### config.mk
export PLATFORM = sky130hd
export DESIGN_NAME = muldiv_sequencer_flat
export DESIGN_NICKNAME = d
export VERILOG_FILES = /design/src/rtl/muldiv_sequencer_if.sv /design/src/rtl/muldiv_sequencer.sv /design/src/flat_wrapper.sv
export SDC_FILE = /design/constraint.sdc
export NUM_CORES = 1
export LEC_CHECK = 0
export CAP_MARGIN = 20
export CORE_MARGIN = 10
export CORE_UTILIZATION = 40
export CTS_CLUSTER_DIAMETER = 150
export DETAILED_ROUTE_END_ITERATION = 16
export DONT_BUFFER_PORTS = 1
export GPL_ROUTABILITY_DRIVEN = 0
export GPL_TIMING_DRIVEN = 0
export PLACE_DENSITY = 0.55
export SLEW_MARGIN = 20
export SYNTH_ARGS = -nofsm -noshare
export SYNTH_HDL_FRONTEND = slang
export SYNTH_SLANG_ARGS = --single-unit
### constraint.sdc
create_clock -name clock -period 1.4 [get_ports clock]
set_input_delay 0.28 -clock clock [delete_from_list [all_inputs] [get_ports clock]]
set_output_delay 0.28 -clock clock [all_outputs]
set_load 0.05 [all_outputs]
### src/rtl/muldiv_sequencer_if.sv
// Control/unit handshake bundle for muldiv_sequencer.
// master = control FSM plus mult/div units, slave = the sequencer.
interface muldiv_sequencer_if;
  logic start;
  logic op;
  logic flush;
  logic MtoC;
  logic DtoC;
  logic DivZero;
  logic CtoM;
  logic CtoD;
  logic divOrMul;
  logic writeH;
  logic writeL;
  logic busy;
  logic done;
  logic div_zero_err;
  logic timeout_err;

  modport master (
    output start, op, flush, MtoC, DtoC, DivZero,
    input  CtoM, CtoD, divOrMul, writeH, writeL, busy, done, div_zero_err, timeout_err
  );

  modport slave (
    input  start, op, flush, MtoC, DtoC, DivZero,
    output CtoM, CtoD, divOrMul, writeH, writeL, busy, done, div_zero_err, timeout_err
  );
endinterface

### src/rtl/muldiv_sequencer.sv
// Sequences one mult/div request: unit handshake, div-by-zero trap, HI/LO write, done pulse.
// Optional WAIT watchdog enabled by defining MULDIV_TIMEOUT_EN.
module muldiv_sequencer #(
  parameter int unsigned TIMEOUT_CYCLES = 64,
  parameter int unsigned CNT_W          = 7
) (
  input logic               clock,
  input logic               Reset,
  muldiv_sequencer_if.slave bus
);

  localparam int unsigned ST_W = 4;

  localparam logic [ST_W-1:0] S_IDLE      = 4'd0;
  localparam logic [ST_W-1:0] S_MUL_START = 4'd1;
  localparam logic [ST_W-1:0] S_DIV_START = 4'd2;
  localparam logic [ST_W-1:0] S_MUL_WAIT  = 4'd3;
  localparam logic [ST_W-1:0] S_DIV_WAIT  = 4'd4;
  localparam logic [ST_W-1:0] S_WRITE_HL  = 4'd5;
  localparam logic [ST_W-1:0] S_DONE      = 4'd6;
  localparam logic [ST_W-1:0] S_ERR_DZ    = 4'd7;
`ifdef MULDIV_TIMEOUT_EN
  localparam logic [ST_W-1:0] S_ERR_TO    = 4'd8;
`endif

  // Elaborates an empty marker block when the counter cannot hold TIMEOUT_CYCLES.
  if (CNT_W < 32 && TIMEOUT_CYCLES > ((32'd1 << CNT_W) - 32'd1)) begin : g_err_cnt_w_too_narrow
  end

  logic [ST_W-1:0] state_q, state_d;
  logic            op_q, op_d;
  logic            expired_c;

  logic ctom_q, ctom_d;
  logic ctod_q, ctod_d;
  logic dom_q, dom_d;
  logic wr_q, wr_d;
  logic busy_q, busy_d;
  logic done_q, done_d;
  logic dz_q, dz_d;

`ifdef MULDIV_TIMEOUT_EN
  logic [CNT_W-1:0] cnt_q, cnt_d;
  logic             to_q, to_d;

  // cnt_q counts WAIT cycles already spent; this cycle is the last one allowed.
  assign expired_c = (cnt_q == CNT_W'(TIMEOUT_CYCLES - 32'd1));

  always_comb begin
    cnt_d = '0;
    if ((state_q == S_MUL_WAIT || state_q == S_DIV_WAIT) && state_d == state_q) begin
      cnt_d = cnt_q + CNT_W'(1);
    end
  end

  always_ff @(posedge clock or negedge Reset) begin
    if (!Reset) begin
      cnt_q <= '0;
      to_q  <= 1'b0;
    end else begin
      cnt_q <= cnt_d;
      to_q  <= to_d;
    end
  end

  assign to_d            = (state_d == S_ERR_TO);
  assign bus.timeout_err = to_q;
`else
  assign expired_c       = 1'b0;
  assign bus.timeout_err = 1'b0;
`endif

  // State register.
  always_ff @(posedge clock or negedge Reset) begin
    if (!Reset) begin
      state_q <= S_IDLE;
      op_q    <= 1'b0;
    end else begin
      state_q <= state_d;
      op_q    <= op_d;
    end
  end

  // Next-state logic; flush overrides everything once busy.
  always_comb begin
    state_d = state_q;
    op_d    = op_q;
    case (state_q)
      S_IDLE: begin
        if (bus.start) begin
          op_d    = bus.op;
          state_d = bus.op ? S_DIV_START : S_MUL_START;
        end
      end
      S_MUL_START: state_d = bus.MtoC ? S_WRITE_HL : S_MUL_WAIT;
      S_DIV_START: begin
        if (bus.DtoC) state_d = bus.DivZero ? S_ERR_DZ : S_WRITE_HL;
        else          state_d = S_DIV_WAIT;
      end
      S_MUL_WAIT: begin
        if (bus.MtoC) state_d = S_WRITE_HL;
`ifdef MULDIV_TIMEOUT_EN
        else if (expired_c) state_d = S_ERR_TO;
`endif
      end
      S_DIV_WAIT: begin
        if (bus.DtoC) state_d = bus.DivZero ? S_ERR_DZ : S_WRITE_HL;
`ifdef MULDIV_TIMEOUT_EN
        else if (expired_c) state_d = S_ERR_TO;
`endif
      end
      S_WRITE_HL: state_d = S_DONE;
      default:    state_d = S_IDLE;
    endcase
    if (bus.flush && state_q != S_IDLE) begin
      state_d = S_IDLE;
    end
  end

  // Outputs decoded from the next state so they leave registers aligned with state_q.
  always_comb begin
    ctom_d = 1'b0;
    ctod_d = 1'b0;
    dom_d  = 1'b0;
    wr_d   = 1'b0;
    done_d = 1'b0;
    dz_d   = 1'b0;
    busy_d = (state_d != S_IDLE);
    case (state_d)
      S_MUL_START: ctom_d = 1'b1;
      S_DIV_START: begin
        ctod_d = 1'b1;
        dom_d  = op_d;
      end
      S_DIV_WAIT:  dom_d = op_d;
      S_WRITE_HL: begin
        wr_d  = 1'b1;
        dom_d = op_d;
      end
      S_DONE: begin
        done_d = 1'b1;
        dom_d  = op_d;
      end
      S_ERR_DZ:    dz_d = 1'b1;
      default:     ;
    endcase
  end

  always_ff @(posedge clock or negedge Reset) begin
    if (!Reset) begin
      ctom_q <= 1'b0;
      ctod_q <= 1'b0;
      dom_q  <= 1'b0;
      wr_q   <= 1'b0;
      busy_q <= 1'b0;
      done_q <= 1'b0;
      dz_q   <= 1'b0;
    end else begin
      ctom_q <= ctom_d;
      ctod_q <= ctod_d;
      dom_q  <= dom_d;
      wr_q   <= wr_d;
      busy_q <= busy_d;
      done_q <= done_d;
      dz_q   <= dz_d;
    end
  end

  assign bus.CtoM         = ctom_q;
  assign bus.CtoD         = ctod_q;
  assign bus.divOrMul     = dom_q;
  assign bus.writeH       = wr_q;
  assign bus.writeL       = wr_q;
  assign bus.busy         = busy_q;
  assign bus.done         = done_q;
  assign bus.div_zero_err = dz_q;

endmodule

### src/flat_wrapper.sv
// flat-port wrapper written by rule: the top's interface ports become plain ports
module muldiv_sequencer_flat 
#(
  parameter int unsigned TIMEOUT_CYCLES = 64,
  parameter int unsigned CNT_W          = 7
)
  (clock, Reset, bus_start, bus_op, bus_flush, bus_MtoC, bus_DtoC, bus_DivZero, bus_CtoM, bus_CtoD, bus_divOrMul, bus_writeH, bus_writeL, bus_busy, bus_done, bus_div_zero_err, bus_timeout_err);
  muldiv_sequencer_if bus_i ();
  input logic clock;
  input logic Reset;
  input wire logic [$bits(bus_i.start)-1:0] bus_start;
  input wire logic [$bits(bus_i.op)-1:0] bus_op;
  input wire logic [$bits(bus_i.flush)-1:0] bus_flush;
  input wire logic [$bits(bus_i.MtoC)-1:0] bus_MtoC;
  input wire logic [$bits(bus_i.DtoC)-1:0] bus_DtoC;
  input wire logic [$bits(bus_i.DivZero)-1:0] bus_DivZero;
  output wire logic [$bits(bus_i.CtoM)-1:0] bus_CtoM;
  output wire logic [$bits(bus_i.CtoD)-1:0] bus_CtoD;
  output wire logic [$bits(bus_i.divOrMul)-1:0] bus_divOrMul;
  output wire logic [$bits(bus_i.writeH)-1:0] bus_writeH;
  output wire logic [$bits(bus_i.writeL)-1:0] bus_writeL;
  output wire logic [$bits(bus_i.busy)-1:0] bus_busy;
  output wire logic [$bits(bus_i.done)-1:0] bus_done;
  output wire logic [$bits(bus_i.div_zero_err)-1:0] bus_div_zero_err;
  output wire logic [$bits(bus_i.timeout_err)-1:0] bus_timeout_err;
  assign bus_i.start = bus_start;
  assign bus_i.op = bus_op;
  assign bus_i.flush = bus_flush;
  assign bus_i.MtoC = bus_MtoC;
  assign bus_i.DtoC = bus_DtoC;
  assign bus_i.DivZero = bus_DivZero;
  assign bus_CtoM = bus_i.CtoM;
  assign bus_CtoD = bus_i.CtoD;
  assign bus_divOrMul = bus_i.divOrMul;
  assign bus_writeH = bus_i.writeH;
  assign bus_writeL = bus_i.writeL;
  assign bus_busy = bus_i.busy;
  assign bus_done = bus_i.done;
  assign bus_div_zero_err = bus_i.div_zero_err;
  assign bus_timeout_err = bus_i.timeout_err;
  muldiv_sequencer #(.TIMEOUT_CYCLES(TIMEOUT_CYCLES), .CNT_W(CNT_W)) u_core (.clock(clock), .Reset(Reset), .bus(bus_i));
endmodule
==> qor.yml, run 1 <==
run_status:
  run_status: "complete, but fails checks"
  failed_checks: "setup timing"
clock_network:
  path_clk_slew_ns: 0.07
  cts_root_buf: "clkbuf_4"
  cts_sinks: 12
  cts_tree: "yes"
  clk_latency_ns: 0.27
  cts_buffer_depth: 2
  cts_made_buffers: 3
  h-tree-depth: 1
power:
  ir_worst_vdd_uv: 524
  p_sw_frac: 0.285
  combPwrFrac: 0.182
  internal_power_mw: 0.607
  p_leak_nw: 0.325
  pwr-share-clk: 0.316
  p_per_area_nw_per_um2: 1230
  p_sw_mw: 0.242
  seqPwrFrac: 0.503
  power_mw: 0.849
die:
  boundaryPins: 17
  initial_core_util: 0.432
  rows: 13
  dieArea_um2: 3360
  design.core.area_um2: 1330
  die_y_um: 57.9
  die_x_um: 57.9
synth:
  ys_seq_area_frac: 0.522
  yosysTopAreaCell: "dfrtp_1"
  yosysTopAreaCellShare: 0.522
  synth_area_per_cell_um2: 11.5
  yosys_warnings: 0
  netlist_instances: 50
  synth_cell_types: 26
  ys_ff_latch: 12
  synthTopCellsByArea: "dfrtp_1, o32ai_4, nor2_1"
  syn_area_um2: 576
worst_setup_path:
  rrSetupSlack_ns: -0.18
  endpoint_kind: "flop"
  rr_startpoint: "u_core.state_q[1]"
  critPathKind: "flop to flop"
  reg2reg_to: "u_core.bus.divOrMul"
  worstPathMaxFanout: 7
  r2r_cells: 5
  cp.required_ns: 1.61
  critPathLaunch: "u_core.state_q[1]"
  worstPathArrival_ns: 1.78
  start_kind: "flop"
global_routing:
  grt_pass1_wl_um: 1750
  grt_pass1_vias: 391
  antenna_found_initial: 0
  grtUsageTotal: 0.0710
  overflow: 0
  grt_max_degree: 13
timing:
  worstMarginPinSlew_ns: 0.527
  slew_violations: 0
  finalHoldViolations: 0
  finClkSkew_ns: 0.000855
  fmax_mhz: 635
  hold_slack_ns: 0.139
  setup_viol: 6
  fin_crit_ns: 1.58
  finalCritPeriodShare: 1.13
  rsz0062_at_grt: "true"
  slew_headroom: 0.648
  finalWorstSetupSlack_ns: -0.175
drt:
  drt_iter0_markers: 3
  detail_route.wirelength.met1_um: 417
  met3WireLength_um: 130
  via_count: 384
  drc_errors: 0
  wl_per_cell_um: 15.6
  routed_wl_um: 1160
  routed.top_layer: "met4"
  detail-route-antenna-nets: 0
  dr_wl_met2_um: 581
  avgViaCountPerCell: 5.19
  dr.pass1.iters: 4
run:
  max_cap_viol_count: 0
worst_hold_path:
  holdCritStartpoint: "bus_op"
  holdPathStages: 2
  hold-path-endpoint: "u_core.bus.CtoD"
  worstHoldPathType: "input port to flop"
cells_and_area:
  drive_above_1_share: 0.322
  final_cell_mix: "dfrtp_1, nor2_1, buf_4"
  fin_util: 0.516
  num_antenna_cells: 0
  final_nets: 68
  mostFrequentLayoutCell: "dfrtp_1"
  syn2layout_area_growth_pct: 19.6
placed_design:
  dpl.hpwl_um: 865
  portBuffers: 0
==> per-stage QoR <==
stage	worst slack [ns]	instance area [um^2]	setup TNS, ns	instances
after floorplan	-0.147	579	-0.266	51
after global placement	-0.246	598	-0.595	66
after detailed placement	-0.254	598	-0.641	66
after CTS	-0.244	669	-1.05	74
after global routing	-0.251	688	-1.09	74
final	-0.175	688	-0.610	74
==> flip-flops by register name (all words and copies together), names as in the netlist <==
register and count:
u_core.bus.done 1, u_core.bus.CtoM 1, u_core.bus.divOrMul 1, u_core.state_q 4, u_core.bus.CtoD 1, u_core.bus.div_zero_err 1, u_core.bus.writeH 1, u_core.bus.busy 1
u_core.op_q 1
==> worst max-delay path, cell delays in order, from the launching register on <==
cell and delay [ns]:
dfrtp_1 0.37, buf_6 0.13, o211a_1 0.25, o32ai_4 0.22, or3b_4 0.41, a21boi_2 0.12
==> layout make-up <==
type,count,area [um^2]
fillers,119,646
flip-flops and latches,12,300
multi-input cells,33,255
plain buffers,4,37.5
clock buffers,4,36.3
repair buffers,4,32.5
well taps,15,18.8
inverters,2,7.51
==> cells by family after synthesis <==
family                 share of synthesized area
and+or+nand+nor                            0.180
other                                    0.00652
buffers and inverters                     0.0783
DFF                                        0.522
muxes                                     0.0391
AOI/OAI and AO/OA                          0.174
==> power groups by stage <==
stage                     Clock [mW]  Sequential [mW]  Combinational, mW
final                          0.268            0.427              0.154
after global routing           0.289            0.429              0.170
after CTS                      0.279            0.427              0.146
after detailed placement           0            0.435              0.122
after global placement             0            0.433              0.119
after floorplan                    0            0.429              0.106
==> layer usage <==
metal	vias to the layer above	global-route usage
li1	190	-
met1	179	0.0642
met2	12	0.109
met3	3	0.0523
met4	0	0.0503
met5	-	0
==> Yosys cell counts <==
library cell and instances:
dfrtp_1 12, nor2_1 7, a21oi_1 3, buf_4 2, buf_6 2, inv_1 2, nand2_1 2, nor3_1 2
a21boi_2 1, a31oi_1 1, and2_1 1, conb_1 1, mux2_1 1, mux2_2 1, nand3_1 1, nand4_1 1
nand4bb_1 1, nor2b_1 1, nor4bb_2 1, o211a_1 1, o21a_1 1, o21ai_1 1, o21bai_1 1, o32a_1 1
o32ai_4 1, or3b_1 1
==> worst max-delay path by stage <==
stage | endpoint | slack, ns | cells past startpoint
after CTS | u_core.bus.divOrMul | -0.24 | 6
after floorplan | u_core.bus.divOrMul | -0.15 | 5
final | u_core.bus.divOrMul | -0.18 | 5
after global routing | u_core.bus.divOrMul | -0.25 | 5
after global placement | u_core.bus.divOrMul | -0.25 | 5
after detailed placement | u_core.bus.divOrMul | -0.25 | 5
==> repair_timing <==
action | in CTS | in global routing
pin swaps | 2 | 2
hold endpoints to repair | 12 | 0
endpoints found under the setup margin | 5 | 9
resized for setup | 1 | 4
gates cloned | 0 | 0
setup buffers | 3 | 0
hold buffers | 1 | 0
Note: power is estimated with default switching activity, not from simulation.
==> inputs of run 2 (changes only) <==
--- a/config.mk
+++ b/config.mk
@@ -11,7 +11,7 @@
 export CTS_CLUSTER_DIAMETER = 150
 export DETAILED_ROUTE_END_ITERATION = 16
 export DONT_BUFFER_PORTS = 1
-export GPL_ROUTABILITY_DRIVEN = 0
+export GPL_ROUTABILITY_DRIVEN = 1
 export GPL_TIMING_DRIVEN = 0
 export PLACE_DENSITY = 0.55
 export SLEW_MARGIN = 20
==> constraint.sdc (replaced) <==
create_clock -name clock -period 1.3 [get_ports clock]
set_input_delay 0.26 -clock clock [delete_from_list [all_inputs] [get_ports clock]]
set_output_delay 0.26 -clock clock [all_outputs]
set_load 0.05 [all_outputs]
==> run 2 against run 1 <==
  * The flow still finishes with violations (setup timing)
  * Combinational power up 12%
  * Clock skew up 0.0016 ns
  * Sequential power up 8.2%
  * Non-clock buffer count down 1
  * Fmax up 0.22%
  * Sequential share of layout area down 1.1 points
  * Critical endpoint unchanged
  * Largest power group unchanged
==> qor.yml, run 2 (synthesis gave the netlist of run 1 again) <==
run_status:
  run_status: "complete, but fails checks"
  failed_checks: "setup timing"
global_routing:
  grt_max_degree: 13  # unchanged
  grt_pass1_vias: 438  # +12%
  grt_pass1_wl_um: 1870  # +6.7%
  grtUsageTotal: 0.0727  # +0.00172
  overflow: 0  # unchanged
  antenna_found_initial: 0  # unchanged
worst_setup_path:
  worstPathMaxFanout: 9  # +2
  endpoint_kind: "flop"
  rr_startpoint: "u_core.state_q[1]"
  r2r_cells: 5  # unchanged
  reg2reg_to: "u_core.bus.divOrMul"
  start_kind: "flop"
  setup.worst_path.end: "u_core.bus.divOrMul"
  critPathKind: "flop to flop"
  cp.required_ns: 1.51  # -0.10 ns
  rrSetupSlack_ns: -0.27  # -0.10 ns
  critPathLaunch: "u_core.state_q[1]"
  worstPathArrival_ns: 1.78  # about the same
timing:
  setup_viol: 8  # +2
  fmax_mhz: 636  # +0.22%
  hold_slack_ns: 0.113  # -0.0259 ns
  finalHoldViolations: 0  # unchanged
  finalWorstSetupSlack_ns: -0.272  # -0.0966 ns
  finClkSkew_ns: 0.00246  # +0.00161 ns
  slew_headroom: 0.649  # about the same
  finalCritPeriodShare: 1.21  # +0.0839
  worstMarginPinSlew_ns: 0.525  # -0.00104 ns
  fin_crit_ns: 1.57  # -0.00339 ns
  slew_violations: 0  # unchanged
  rsz0062_at_grt: "true"
die:
  initial_core_util: 0.432  # unchanged
  boundaryPins: 17  # unchanged
  rows: 13  # unchanged
  design.core.area_um2: 1330  # unchanged
  die_x_um: 57.9  # unchanged
  dieArea_um2: 3360  # unchanged
  die_y_um: 57.9  # unchanged
cells_and_area:
  largest_register_ffs: 4  # unchanged
  drive_above_1_share: 0.448  # +0.126
  largest-register: "u_core.state_q"
  multi_input_area_um2: 280  # +9.8%
  final_nets: 67  # -1.5%
  ff_latch_area_um2: 303  # +0.83%
  design_area_um2: 712  # +3.5%
  fin_util: 0.534  # +0.0178
  nFillCells: 130  # +9.2%
  final_cell_mix: "dfrtp_1, nor2_1"
  mostFrequentLayoutCell: "dfrtp_1"
  syn2layout_area_growth_pct: 23.7
  num_antenna_cells: 0  # unchanged
run:
  max_cap_viol_count: 0  # unchanged
placed_design:
  placed_cell_area_um2: 599  # +0.21%
  portBuffers: 0  # unchanged
  gp_congestion: 0.728
  dpl.hpwl_um: 838  # -3.2%
clock_network:
  clk_latency_ns: 0.27  # about the same
  cts_buffer_depth: 2  # unchanged
  cts_root_buf: "clkbuf_4"
  h-tree-depth: 1  # unchanged
  cts_made_buffers: 3  # unchanged
  cts_tree: "yes"
  cts_sinks: 12  # unchanged
  path_clk_slew_ns: 0.07  # about the same
drt:
  avgViaCountPerCell: 5.29  # +1.9%
  drc_errors: 0  # unchanged
  via_count: 386  # +0.52%
  wl_per_cell_um: 15.6  # +0.14%
  drt_iter0_markers: 1  # -2
  detail-route-antenna-nets: 0  # unchanged
  routed_wl_um: 1140  # -1.2%
  dr.pass1.iters: 2  # -2
power:
  power_mw: 0.927  # +9.3%
  ir_worst_vdd_uv: 654  # +25%
  p_leak_nw: 0.328  # +0.88%
  p_per_area_nw_per_um2: 1300  # +5.6%
worst_hold_path:
  worstHoldPathType: "input port to flop"
[run 2: cell types whose count changed in the layout (fill, tap and decap cells not counted)]
cell      delta
nor3_4       +1
dfrtp_2      +2
dfrtp_1      -2
nand2_2      +1
buf_4        -2
nor2_1       -3
nor3_1       -1
buf_6        +1
o21bai_2     +1
nand2_1      -1
o21bai_1     -1
nor2_2       +3
[run 2: worst min-delay path by stage]
| stage | start | end | slack (ns) | depth (start not counted) |
|---|---|---|---|---|
| 3_3_place_gp | Reset | u_core.op_q | -0.04 | 0 |
| 2_1_floorplan | Reset | u_core.bus.CtoD | -0.04 | 0 |
| 6_report | bus_op | u_core.bus.CtoD | 0.11 | 2 |
| 5_1_grt | bus_op | u_core.bus.CtoD | 0.10 | 2 |
| 3_5_place_dp | Reset | u_core.bus.divOrMul | -0.03 | 0 |
| 4_1_cts | bus_op | u_core.bus.CtoD | 0.11 | 2 |
[run 2: through the flow]
step | cells | setup WS [ns] | setup TNS [ns]
after floorplan | 51 | -0.247 | -0.538
after detailed placement | 66 | -0.339 | -1.04
final | 73 | -0.272 | -1.03
after CTS | 74 | -0.329 | -1.51
after global routing | 73 | -0.334 | -1.63
after global placement | 66 | -0.347 | -0.937
[run 2: layout make-up]
class                      count  share of cell area
buffer                         3              0.0369
clock buffer                   4              0.0510
tap                           15              0.0264
inverter                       2              0.0105
sequential                    12               0.425
multi-input combinational     33               0.394
timing repair buffer           4              0.0562
[run 2: where the power goes]
| part | internal [mW] | total, mW | switching (mW) |
|---|---|---|---|
| clock network | 0.170 | 0.293 | 0.123 |
| registers | 0.401 | 0.462 | 0.0619 |
| logic | 0.0843 | 0.172 | 0.0873 |
[run 2: what timing repair did]
item | 4_1_cts | 5_1_grt
hold endpoints to repair | 12 | 0
setup buffers | 3 | 0
setup endpoints to repair | 6 | 10
hold buffers | 1 | 0
gates resized for setup | 3 | 12
pin swaps | 3 | 3
[run 2: routing by layer]
metal,wire length (um),GRT usage,part of all wire
met1,403,0.0641,0.35
met2,557,0.112,0.49
met3,157,0.0566,0.14
met4,22,0.0503,0.019
met5,0,0,0
[run 2: critical path: stages, from the launching register on]
cell and delay [ns]:
dfrtp_1 0.38, buf_6 0.14, o211a_1 0.23, o32ai_4 0.21
or3b_4 0.42, a21boi_2 0.12
==> inputs of run 3 (changes only) <==
--- a/config.mk
+++ b/config.mk
@@ -14,7 +14,7 @@
 export GPL_ROUTABILITY_DRIVEN = 1
 export GPL_TIMING_DRIVEN = 0
 export PLACE_DENSITY = 0.55
-export SLEW_MARGIN = 20
+export SLEW_MARGIN = 10
 export SYNTH_ARGS = -nofsm -noshare
 export SYNTH_HDL_FRONTEND = slang
 export SYNTH_SLANG_ARGS = --single-unit
==> results of run 3 <==
Same layout as run 2: the final DEF is identical, and so are final timing and power.
==> RTL edit 1 (settings of run 1) <==
Add a define of `MULDIV_TIMEOUT_EN`.
--- a/src/rtl/muldiv_sequencer.sv
+++ b/src/rtl/muldiv_sequencer.sv
@@ -2,2 +2,4 @@
 // Optional WAIT watchdog enabled by defining MULDIV_TIMEOUT_EN.
+`define MULDIV_TIMEOUT_EN
+
 module muldiv_sequencer #(
Behaviour: no difference found for any inputs over 10 cycles, from zero or initial values and one cycle with Reset low; that may be too few to reach the edited logic, so the function may still have changed.
==> RTL edit 1 against run 1 <==
  * Total power grew to 3.1 times the old value
  * Synthesized area grew 78%
  * Die area grew 49%
  * The flow still finishes with violations (negative setup slack)
  * Clock skew grew 0.0018 ns
  * Largest power group is now combinational logic
  * Sequential cell count grew 8
  * Design area grew 94%
  * Wire length grew 120%
  * Setup slack lost 0.24 ns
  * Highest routed layer unchanged
==> RTL edit 1: results (changes against run 1) <==
status=finished, violations left; violated checks=negative setup slack; DR WL/cell=17.73 um (+14%); total CTS buffers=3 (unchanged); most instantiated cells after synthesis=20 x dfrtp_1, 9 x nor3_1, 8 x nand2_1; CTS clk-pin slew, worst paths=0.11 ns (+0.04 ns); Final setup viols=17 (+11); last element of the critical path=u_core.cnt_q[3]$_DFF_PN0_; asr flop ratio synth=100.0% (unchanged); FF-to-FF Start=u_core.state_q[0]$_DFF_PN0_; hold_sp=bus_op; first-pass GRT wire length=4.174 mm (+140%); Seq/Total Area, Yosys=48.84% (-3.3 points); DP Cell Count=125 (+89%); hold-critical path endpoint=u_core.bus.CtoM$_DFF_PN0_; Initial DRC Count=115 (+112); Finished Layout Cells=143 (+93%); post-route setup TNS=-5.322 ns (-4.711 ns); Total GRT Usage=9.960% (+2.9 points); initial antenna violation count=0 (unchanged); dpl cell area=1099 sq um (+84%); R2R cell count=6 (+1); crit path DAT=1.98 ns (+0.20 ns); post-synthesis compound-gate area fraction=16.61% (-0.79 points); nets@finish=123 (+81%); via count=802 (+110%); vias in the first global route=823 (+110%); root buf cell=clkbuf_4; Clock Latency Late Sink=0.29 ns (+0.02 ns); Post-Synth Adder-Cell Area=1.221% (+1.2 points); DP HPWL=1.650 mm (+91%); Leak=0.5675 nW (+75%); Tightest Pin Transition=0.8678 ns (+0.3412 ns); Hold WS=0.03061 ns (-0.1084 ns); share of cells above drive strength 1=38.05% (+5.8 points); drt first pass iters=4 (unchanged); largest net degree at the start of global routing=21 (+8); xor/xnor share of the synthesized area=5.861% (+5.9 points); CP max stage cell=dfrtp_1; die span in x=70.62 um (+22%); count of cell types in the netlist=38 (+46%); mux share of post-synthesis cell area=0% (-3.9 points); worst hold path depth=1 (-1); clk_skew=0.002612 ns (+0.001757 ns); Worst Slack Setup Final=-0.4101 ns (-0.2351 ns); H-Tree Depth=1 (unchanged); syn_area_per_cell=10.79 sq um (-6.3%); VDD IR-drop max=1.209 mV (+130%); Port Buffer Count=0 (unchanged); synth top area cells=dfrtp_1 49%, nor3_1 4.4%, nand2_1 2.9%; worst slack, placed=-0.5886 ns (-0.3350 ns)
[RTL edit 1: layout make-up]
type                    instances  area, sq um
multi-input cells              66        581.8
plain buffers                   4        35.03
flip-flops and latches         20        501.7
inverters                       4        15.01
clock buffers                   4        36.28
well taps                      30        37.54
fillers                       196         1121
repair buffers                 15        126.4
[RTL edit 1: what timing repair did]
| action | 4_1_cts | 5_1_grt |
|---|---|---|
| gates cloned | 0 | 0 |
| hold buffers | 1 | 0 |
| hold endpoints to repair | 20 | 0 |
| pin swaps | 11 | 2 |
| setup endpoints to repair | 18 | 17 |
| setup buffers | 13 | 2 |
| resized for setup | 21 | 2 |
[RTL edit 1: power breakdown]
part           internal (W)  switching (W)  total (W)
logic              0.000581       0.000759    0.00134
clock network      0.000158       0.000169   0.000328
registers          0.000700       0.000290   0.000990
[RTL edit 1: per-layer routing]
layer	track usage (%)	vias to the layer above	wire length, um
met5	0	-	0
met4	1.935	0	28
met3	3.766	4	131
met2	16.97	17	1263
met1	11.68	394	1112
li1	-	387	-
==> RTL edit 2 (flow settings as in run 1) <==
Without the edit above. The localparam `ST_W` goes from 4 to 3.
--- a/src/rtl/muldiv_sequencer.sv
+++ b/src/rtl/muldiv_sequencer.sv
@@ -11,3 +11,3 @@
 
-  localparam int unsigned ST_W = 4;
+  localparam int unsigned ST_W = 3;
 
Check against the original RTL: same outputs for any inputs over 10 cycles, from zero or initial values and one cycle with Reset low; that may be too few to reach the edited logic, so the function may still have changed.
==> RTL edit 2 against run 1 <==
  * The run still ends with negative setup slack left
  * Design area up 1.3%
  * Sequential cell count is 1 lower
  * Wire length grew 5.9%
  * Die area rose by 2.7%
  * Setup slack improved by 0.17 ns
  * Via count increased by 3.9%
  * Synthesized area increased by 4.1%
Power is not compared: it rests on default switching activity, and its combinational part moved more than twofold at a synthesized area within 25%.
==> RTL edit 2: results (changes against run 1) <==
Initial DRC Count=1 (-2); post-route setup TNS=-0.007304 ns (+0.6029 ns); dpl cell area=618.1 sq um (+3.3%); violated checks=negative setup slack; CP max stage cell=dfrtp_2; DR WL/cell=16.31 um (+4.5%); clk_skew=0.002498 ns (+0.001644 ns); post-synthesis cell count=51 (+2.0%); Fillers=126 (+5.9%); FF-to-FF End=u_core.bus.done$_DFF_PN0_; Total GRT Usage=7.946% (+0.85 points); share of cells above drive strength 1=43.33% (+11 points); post-synthesis compound-gate area fraction=18.79% (+1.4 points); drt first pass iters=3 (-1); max reg flops=3 (-1); final instance area=696.9 sq um (+1.3%); mux share of post-synthesis cell area=6.054% (+2.1 points); nets@finish=69 (+1.5%); CP peak stage delay=0.46 ns (+0.05 ns); initial antenna violation count=0 (unchanged); most instantiated cells after synthesis=11 x dfrtp_1, 4 x nor2_1, 3 x a21oi_1, 3 x nand2_1, 3 x nor2b_1; DP HPWL=913.9 um (+5.7%); count of cell types in the netlist=29 (+12%); GR Util met2=12.59% (+1.7 points); first-pass GRT wire length=2.063 mm (+18%); WL met2=602 um (+3.6%); met1 wire length=506 um (+21%); FF-to-FF Start=u_core.state_q[1]$_DFF_PN0_; VDD IR-drop max=between 0.9 and 1 mV; Final setup viols=2 (-4); CP max FO=5 (-2); Finished Layout Cells=75 (+1.4%); M3 GR Usage=4.721% (-0.51 points); max layer used=met3; synth top area cells=dfrtp_1 46%, a221oi_4 4.4%, nor4b_4 4.0%; n_diodes=0 (unchanged); asr flop ratio synth=100.0% (unchanged); vias in the first global route=440 (+13%); worst slack, placed=-0.04848 ns (+0.2051 ns); met3 WL post-DR=114 um (-12%); Worst Slack Setup Final=-0.006388 ns (+0.1686 ns); Via density=5.320 (+2.5%); largest net degree at the start of global routing=12 (-1); status=finished, violations left; met1 usage=7.901% (+1.5 points); Ys Warns=0 (unchanged); Seq/Total Area, Yosys=45.93% (-6.2 points); root buf cell=clkbuf_4
[RTL edit 2: cell count changes after synthesis, moves of 2 or more]
cell	delta
inv_1	-2
nor2_1	-3
nor2b_1	+2
nor3_1	-2
[RTL edit 2: area by class of cell]
class                   instances  area share, %
clock inverters                 1         0.7181
multi-input cells              35          41.83
flip-flops and latches         11          40.22
well taps                      15          2.693
plain buffers                   4          5.386
inverters                       1         0.5386
repair buffers                  5          5.386
clock buffers                   3          3.232
[RTL edit 2: what timing repair did]
item | CTS | global route
endpoints found under the setup margin | 5 | 4
pin swaps | 1 | 3
hold buffers | 1 | 0
endpoints found under the hold margin | 11 | 0
gates resized for setup | 5 | 0
gates cloned | 0 | 1
buffers inserted | 1 | 2
[RTL edit 2: logic make-up after synthesis]
group,after synthesis
AOI/OAI and AO/OA,13
buffers and inverters,5
DFF,11
muxes,3
other,1
and+or+nand+nor,18
[RTL edit 2: worst max-delay path, delay by kind of cell (launching register included)]
kind                   cells  cell delay [ns]
buffers and inverters      1             0.15
and+or+nand+nor            1             0.18
DFF                        1             0.46
AOI/OAI and AO/OA          3             0.52
[RTL edit 2: worst min path at each step]
stage          slack (ns)  cells past startpoint  startpoint                            end
6_report             0.07                      1      bus_op      u_core.bus.CtoM$_DFF_PN0_
5_1_grt              0.06                      1      bus_op      u_core.bus.CtoM$_DFF_PN0_
4_1_cts              0.07                      1      bus_op      u_core.bus.CtoM$_DFF_PN0_
3_5_place_dp        -0.02                      0       Reset  u_core.bus.divOrMul$_DFF_PN0_
3_3_place_gp        -0.02                      0       Reset      u_core.bus.done$_DFF_PN0_
2_1_floorplan       -0.02                      0       Reset      u_core.bus.CtoD$_DFF_PN0_
